===== src/rtl/dec_pkg.sv =====
// Shared opcode map, FSM state type and small decode helpers for the TB4004 instruction decoder.
package dec_pkg;

    // Upper nibble (OPR) opcodes
    localparam logic [3:0] OP_NOP = 4'h0;
    localparam logic [3:0] OP_JCN = 4'h1;
    localparam logic [3:0] OP_FIM = 4'h2;  // FIM when opa[0]=0, SRC when opa[0]=1
    localparam logic [3:0] OP_FIN = 4'h3;
    localparam logic [3:0] OP_JUN = 4'h4;
    localparam logic [3:0] OP_JMS = 4'h5;
    localparam logic [3:0] OP_INC = 4'h6;
    localparam logic [3:0] OP_ISZ = 4'h7;
    localparam logic [3:0] OP_ADD = 4'h8;
    localparam logic [3:0] OP_SUB = 4'h9;
    localparam logic [3:0] OP_LD  = 4'hA;
    localparam logic [3:0] OP_XCH = 4'hB;
    localparam logic [3:0] OP_BBL = 4'hC;
    localparam logic [3:0] OP_LDM = 4'hD;
    localparam logic [3:0] OP_IO  = 4'hE;
    localparam logic [3:0] OP_ACC = 4'hF;

    // Accumulator group (OPR=F), selected by OPA
    localparam logic [3:0] FN_CLB = 4'h0;
    localparam logic [3:0] FN_CLC = 4'h1;
    localparam logic [3:0] FN_IAC = 4'h2;
    localparam logic [3:0] FN_CMC = 4'h3;
    localparam logic [3:0] FN_CMA = 4'h4;
    localparam logic [3:0] FN_RAL = 4'h5;
    localparam logic [3:0] FN_RAR = 4'h6;
    localparam logic [3:0] FN_TCC = 4'h7;
    localparam logic [3:0] FN_DAC = 4'h8;
    localparam logic [3:0] FN_TCS = 4'h9;
    localparam logic [3:0] FN_STC = 4'hA;
    localparam logic [3:0] FN_DAA = 4'hB;
    localparam logic [3:0] FN_KBP = 4'hC;
    localparam logic [3:0] FN_DCL = 4'hD;

    localparam int ALU_OP_W = 5;

    typedef enum logic {
        S_WORD1 = 1'b0,
        S_WORD2 = 1'b1
    } state_t;

    function automatic logic two_word(input logic [3:0] op_r, input logic [3:0] op_a);
        return (op_r == OP_JCN) || (op_r == OP_FIM && !op_a[0]) ||
               (op_r == OP_JUN) || (op_r == OP_JMS) || (op_r == OP_ISZ);
    endfunction

    function automatic logic uses_alu(input logic [3:0] op_r);
        case (op_r)
            OP_INC, OP_ISZ, OP_ADD, OP_SUB, OP_LD, OP_XCH, OP_LDM, OP_ACC: return 1'b1;
            default: return 1'b0;
        endcase
    endfunction

    function automatic logic [ALU_OP_W-1:0] alu_op_enc(input logic [3:0] op_r, input logic [3:0] op_a);
        return (op_r == OP_ACC) ? {1'b1, op_a} : {1'b0, op_r};
    endfunction

endpackage


===== src/rtl/dec_test_sync.sv =====
// Reset-to-zero flop chain used to bring the asynchronous TEST pin into the clk domain.
module dec_test_sync #(
    parameter int STAGES = 2
) (
    input  logic clk,
    input  logic rstN,
    input  logic d,
    output logic q
);

    logic [STAGES-1:0] chain;

    always_ff @(posedge clk) begin
        if (!rstN) begin
            chain <= '0;
        end else begin
            chain <= (chain << 1) | STAGES'(d);
        end
    end

    assign q = chain[STAGES-1];

endmodule


===== src/rtl/instr_decoder_cc_seq.sv =====
// TB4004 instruction decoder and condition-code unit: latches OPR/OPA, sequences 1-/2-word
// instructions, owns carry/zero/test flags. Macro DEC_TEST_SYNC_EN selects a deep TEST synchroniser.
module instr_decoder_cc_seq
    import dec_pkg::*;
#(
    parameter int CYCLE_W       = 3,
    parameter int OPR_CYCLE     = 3,
    parameter int OPA_CYCLE     = 4,
    parameter int EXEC_CYCLE    = 7,
    parameter int TEST_SYNC_STG = 2
) (
    input  logic               clk,
    input  logic               rstN,
    input  logic [3:0]         opr,
    input  logic [3:0]         opa,
    input  logic [CYCLE_W-1:0] cycle,
    input  logic               carryFromAlu,
    input  logic               zeroFromAlu,
    input  logic               testIn,
    output logic               aluEnable,
    output logic [4:0]         aluOp,
    output logic               accWe,
    output logic               tempWe,
    output logic               carryFlag,
    output logic               zeroFlag,
    output logic               testFlag,
    output logic               condTrue,
    output logic               secondWord,
    output logic               operandWe,
    output logic               jumpLoad
);

    localparam logic [CYCLE_W-1:0] OPR_C  = CYCLE_W'(OPR_CYCLE);
    localparam logic [CYCLE_W-1:0] OPA_C  = CYCLE_W'(OPA_CYCLE);
    localparam logic [CYCLE_W-1:0] EXEC_C = CYCLE_W'(EXEC_CYCLE);

`ifdef DEC_TEST_SYNC_EN
    localparam int SYNC_STAGES = TEST_SYNC_STG;
`else
    // Depth is only meaningful with the synchroniser enabled; otherwise a single sample flop.
    localparam int SYNC_STAGES = 1 + 0 * TEST_SYNC_STG;
`endif

    state_t                state, state_nxt;
    logic [3:0]            ir_opr, ir_opa;
    logic                  carry, zero;
    logic                  cond_latched, isz_zero;
    logic                  carry_nxt, zero_nxt, cond_nxt, isz_nxt;
    logic                  acc_we_nxt, temp_we_nxt, operand_we_nxt, jump_load_nxt;
    logic                  alu_en_nxt;
    logic [ALU_OP_W-1:0]   alu_op_nxt;
    logic                  test_flag;

    dec_test_sync #(.STAGES(SYNC_STAGES)) u_test_sync (
        .clk  (clk),
        .rstN (rstN),
        .d    (testIn),
        .q    (test_flag)
    );

    // Flags seen here are the registered (pre-update) values.
    assign condTrue   = ((~test_flag & ir_opa[0]) | (carry & ir_opa[1]) | (zero & ir_opa[2])) ^ ir_opa[3];
    assign carryFlag  = carry;
    assign zeroFlag   = zero;
    assign testFlag   = test_flag;
    assign secondWord = (state == S_WORD2);

    always_comb begin
        state_nxt      = state;
        carry_nxt      = carry;
        zero_nxt       = zero;
        cond_nxt       = cond_latched;
        isz_nxt        = isz_zero;
        acc_we_nxt     = 1'b0;
        temp_we_nxt    = 1'b0;
        operand_we_nxt = 1'b0;
        jump_load_nxt  = 1'b0;
        alu_en_nxt     = 1'b0;
        alu_op_nxt     = '0;
        case (state)
            S_WORD1: begin
                if (cycle > OPA_C && uses_alu(ir_opr)) begin
                    alu_en_nxt = 1'b1;
                    alu_op_nxt = alu_op_enc(ir_opr, ir_opa);
                end
                if (cycle == EXEC_C) begin
                    case (ir_opr)
                        OP_ADD, OP_SUB: begin
                            acc_we_nxt = 1'b1;
                            carry_nxt  = carryFromAlu;
                        end
                        OP_LD, OP_LDM: acc_we_nxt = 1'b1;
                        OP_XCH: begin
                            acc_we_nxt  = 1'b1;
                            temp_we_nxt = 1'b1;
                        end
                        OP_INC: temp_we_nxt = 1'b1;
                        OP_ISZ: begin
                            temp_we_nxt = 1'b1;
                            isz_nxt     = zeroFromAlu;
                        end
                        OP_JCN: cond_nxt = condTrue;
                        OP_ACC: begin
                            case (ir_opa)
                                FN_CLB, FN_TCC, FN_TCS: begin
                                    acc_we_nxt = 1'b1;
                                    carry_nxt  = 1'b0;
                                end
                                FN_IAC, FN_DAC, FN_RAL, FN_RAR, FN_DAA: begin
                                    acc_we_nxt = 1'b1;
                                    carry_nxt  = carryFromAlu;
                                end
                                FN_CMA, FN_KBP: acc_we_nxt = 1'b1;
                                FN_CLC: carry_nxt = 1'b0;
                                FN_STC: carry_nxt = 1'b1;
                                FN_CMC: carry_nxt = ~carry;
                                FN_DCL: ;
                                default: ;
                            endcase
                        end
                        OP_NOP, OP_FIM, OP_FIN, OP_JUN, OP_JMS, OP_BBL, OP_IO: ;
                        default: ;
                    endcase
                    if (acc_we_nxt) begin
                        zero_nxt = zeroFromAlu;
                    end
                    if (two_word(ir_opr, ir_opa)) begin
                        state_nxt = S_WORD2;
                    end
                end
            end
            S_WORD2: begin
                operand_we_nxt = (cycle == OPA_C);
                if (cycle == EXEC_C) begin
                    case (ir_opr)
                        OP_JUN, OP_JMS: jump_load_nxt = 1'b1;
                        OP_JCN:         jump_load_nxt = cond_latched;
                        OP_ISZ:         jump_load_nxt = ~isz_zero;
                        default:        jump_load_nxt = 1'b0;
                    endcase
                    state_nxt = S_WORD1;
                end
            end
            default: state_nxt = S_WORD1;
        endcase
    end

    always_ff @(posedge clk) begin
        if (!rstN) begin
            state        <= S_WORD1;
            ir_opr       <= '0;
            ir_opa       <= '0;
            carry        <= 1'b0;
            zero         <= 1'b0;
            cond_latched <= 1'b0;
            isz_zero     <= 1'b0;
            aluEnable    <= 1'b0;
            aluOp        <= '0;
            accWe        <= 1'b0;
            tempWe       <= 1'b0;
            operandWe    <= 1'b0;
            jumpLoad     <= 1'b0;
        end else begin
            state        <= state_nxt;
            // The second word is an operand byte: it never overwrites the instruction register.
            if (state == S_WORD1 && cycle == OPR_C) ir_opr <= opr;
            if (state == S_WORD1 && cycle == OPA_C) ir_opa <= opa;
            carry        <= carry_nxt;
            zero         <= zero_nxt;
            cond_latched <= cond_nxt;
            isz_zero     <= isz_nxt;
            aluEnable    <= alu_en_nxt;
            aluOp        <= alu_op_nxt;
            accWe        <= acc_we_nxt;
            tempWe       <= temp_we_nxt;
            operandWe    <= operand_we_nxt;
            jumpLoad     <= jump_load_nxt;
        end
    end

endmodule


===== config.mk =====
export PLATFORM = sky130hd
export DESIGN_NAME = instr_decoder_cc_seq
export DESIGN_NICKNAME = d
export VERILOG_FILES = /design/src/rtl/dec_pkg.sv /design/src/rtl/dec_test_sync.sv /design/src/rtl/instr_decoder_cc_seq.sv
export SDC_FILE = /design/constraint.sdc
export NUM_CORES = 1
export LEC_CHECK = 0
export ABC_CLOCK_PERIOD_IN_PS = 1900
export CAP_MARGIN = 20
export CORE_MARGIN = 2
export CORE_UTILIZATION = 40
export CTS_CLUSTER_DIAMETER = 60
export DETAILED_ROUTE_END_ITERATION = 12
export GPL_TIMING_DRIVEN = 0
export PLACE_DENSITY = 0.68
export SETUP_SLACK_MARGIN = 0.4
export SYNTH_ARGS = -nofsm -noshare
export SYNTH_HDL_FRONTEND = slang
export SYNTH_SLANG_ARGS = --single-unit

===== constraint.sdc =====
create_clock -name clk -period 1.9 [get_ports clk]
set_input_delay 0.19 -clock clk [delete_from_list [all_inputs] [get_ports clk]]
set_output_delay 0.19 -clock clk [all_outputs]
set_load 0.02 [all_outputs]

==> run_results.csv <==
group,metric,value,unit
global_routing,grt_pass1_vias,1001,
drt,wire_per_inst,13.63,microns
drt,vias,1067,
worst_setup_path,ff2ff_path_depth,5,
job,drv_cap,0,
die,fp.dieH,57.53,microns
final_layout,utilization,0.5757,
logic_synthesis,syn_nets,145,
global_routing,grt_start_max_net_pins,14,
worst_setup_path,critPathArrivalTime,1410,ps
die,core-area,2734,sq um
timing,setup_viol,0,
clocking,cts_buffer_depth,2,
timing,rsz0062_at_grt,"yes",
logic_synthesis,syn_avg_cell_area,8.884,sq um
worst_setup_path,reg2reg_setup_slack,420,ps
worst_setup_path,crit_path_start,"ir_opa[1]",
global_routing,grt_antenna_before_repair,0,
final_layout,antennaDiodeCount,0,
worst_setup_path,cp_max_fo,8,
final_layout,nFillCells,256,
drt,drc,0,
logic_synthesis,yosysUniqueCellTypes,36,
global_routing,grt-ovfl-total,0,
die,dieArea,3310,sq um
global_routing,gr-usage-met3,0.02948,
die,io_pins,31,
clocking,clkTransAtPathRegs,130,ps
pwr,vdd_drop_max,398.6,uV
pwr,finalPower,0.8958,mW
clocking,cts_tree,"built",
timing,drv_slew,0,
timing,hold_viol,0,
drt,routed_via_density,5.472,
placement,place_inst,190,
status,status,"finished, final reports clean",
die,start_util,0.4192,
logic_synthesis,yosysWarningCount,0,
drt,ant_nets,0,
global_routing,grt_use_total,0.1798,
timing,worst_slack,300.2,ps
clocking,h-tree-depth,1,
placement,gp_congestion,0.8523,
pwr,p_leak,0.6373,nW
timing,max_freq,625.1,MHz
placement,placedInstanceArea,1486,sq um
worst_setup_path,crit_type,"reg2out",
drt,drt_first_pass_iters,4,
placement,portBuffers,30,
clocking,clock_sinks,25,
timing,fin_crit_sh,0.8420,
timing,relSlewSlack,0.6763,
drt,wirelength,2658,microns
global_routing,met2_usage,0.3133,
final_layout,nets,181,
worst_setup_path,startpoint_type,"flop",
placement,pre_cts_slack,-12.19,ps
logic_synthesis,ys_seq_area_frac,0.4367,
die,rows,19,
worst_setup_path,crit_required,1710,ps
logic_synthesis,syn_inst,129,
logic_synthesis,synthesis.area,1146,sq um
clocking,clk_latency,320,ps
timing,finalCriticalPeriod,1600,ps
logic_synthesis,ys_ff_latch,25,
clocking,cts_made_buffers,3,
worst_setup_path,cp-end-kind,"output port",
pwr,p_per_area,569.1,nW/um^2
global_routing,grtUsageMet1,0.2243,
placement,dp_hpwl,2001,microns
drt,drtIter0Drc,13,
timing,worst_pin_slew,485.5,ps
die,die_x,57.53,microns
global_routing,grt_pass1_wl,4602,microns
final_layout,stdcell_count,195,
global_routing,top_usage_layer,"met2",
final_layout,layout-drive-gt1-share,0.1402,
min_path,hold_path_class,"in2reg",
final_layout,area_growth_syn_to_layout,37.34,%
worst_setup_path,crit_end,"condTrue",
final_layout,finalInstanceArea,1574,sq um
clocking,clockRootBuffer,"clkbuf_4",
worst_setup_path,regToRegStartpoint,"secondWord",
timing,clock_skew,4.291,ps
[cells in the final DEF, fill, tap and decap left out, types with 4 or more instances in the layout]
cell type	count
clkdlybuf4s50_1	19
a21oi_1	5
dfxtp_1	22
nor2_1	18
nand2_1	4
nand3_1	4
dlygate4sd2_1	6
buf_4	4
dlymetal6s2s_1	4
clkbuf_4	5
inv_1	6
mux2i_1	14
nor3_1	5
[worst max-delay path: stages, from the launching register on]
cell	delay, ps
dfxtp_2	340
buf_6	130
a22oi_2	220
nand3_2	110
nor2b_1	140
buf_4	150
[synthesized netlist by cell type]
cell type,number,area (sq um)
buf_2,2,10.01
nor4b_1,3,26.28
o311ai_0,1,8.760
a211o_1,1,8.760
inv_1,6,22.52
o21a_1,1,7.510
and4bb_1,1,12.51
nand2b_1,3,18.77
a21oi_1,5,25.02
nand3_1,5,25.02
o221ai_1,1,8.760
o311a_1,1,10.01
o211ai_1,1,7.510
o211a_1,1,10.01
nand4bb_1,1,11.26
nor4_1,2,12.51
and2_1,2,12.51
a22oi_1,1,7.510
nand4_1,2,12.51
a211oi_1,1,7.510
nor3_1,5,25.02
nand4b_1,1,8.760
or3_1,1,6.260
o21ai_0,4,20.02
dfxtp_1,25,500.5
nand2_1,4,15.01
o22a_1,1,8.760
a22o_1,1,8.760
a41o_1,1,10.01
nor2b_1,3,18.77
mux2i_1,14,140.1
nor3_2,1,10.01
clkbuf_1,7,26.28
buf_4,1,7.510
nand3b_1,1,7.510
nor2_1,18,67.56
[cell families (layout without fill, tap and decap cells)]
| group | count (synthesis) | in the layout | synth area share |
|---|---|---|---|
| compound gates | 21 | 21 | 0.1299 |
| buf+inv | 16 | 51 | 0.05787 |
| flops | 25 | 25 | 0.4367 |
| mux | 14 | 14 | 0.1223 |
| simple gates | 53 | 53 | 0.2533 |
[stage by stage]
stage / TNS, ps / hold slack (ps)
after floorplan: 0 / 266.8
after global placement: -0.1754 / 463.5
after detailed placement: -12.19 / 472.3
after CTS: 0 / 304.0
after global routing: 0 / 354.2
final: 0 / 307.3
[worst min path at each step]
| stage | endpoint | startpoint | slack [ps] | cells after the start |
|---|---|---|---|---|
| floorplan | operandWe | cycle[1] | 270 | 1 |
| global placement | cond_latched | cond_latched | 460 | 2 |
| detailed placement | cond_latched | cond_latched | 470 | 2 |
| CTS | operandWe | cycle[1] | 300 | 2 |
| global route | operandWe | cycle[1] | 350 | 2 |
| finish | operandWe | cycle[1] | 310 | 2 |
[report_power, final]
group	leakage, nW	switching, mW	internal, mW
combinational	0.418	0.0616	0.0599
sequential	0.204	0.00404	0.532
clock	0.0150	0.156	0.0823
total	0.637	0.222	0.674
[sequential cells by signal, summed over array words and instances (netlist names), named ones only]
signal,count
aluEnable,1
aluOp,5
zeroFlag,1
ir_opr,4
cond_latched,1
tempWe,1
operandWe,1
accWe,1
jumpLoad,1
ir_opa,4
isz_zero,1
carryFlag,1
secondWord,1
u_test_sync.q,1
[layer usage]
| layer | up-vias | part of all wire |
|---|---|---|
| met2 | 25 | 0.50 |
| met1 | 505 | 0.44 |
| met5 | - | 0 |
| met3 | 4 | 0.049 |
| li1 | 533 | - |
| met4 | 0 | 0.013 |
[repair_timing]
action / 4_1_cts / 5_1_grt
hold buffers: 0 / 0
pin swaps: 1 / 3
buffers inserted: 0 / 1
resized for setup: 19 / 20
endpoints found under the setup margin: 10 / 11
[layout make-up]
cell class,instances,area (sq um),area share
clock buffer,4,26.28,0.01669
multi-input combinational,88,606.8,0.3855
sequential,25,506.7,0.3219
inverter,6,22.52,0.01431
buffer,10,65.06,0.04134
timing repair buffer,31,307.8,0.1955
tap,31,38.79,0.02464
Power figures use the tool's default switching activity.
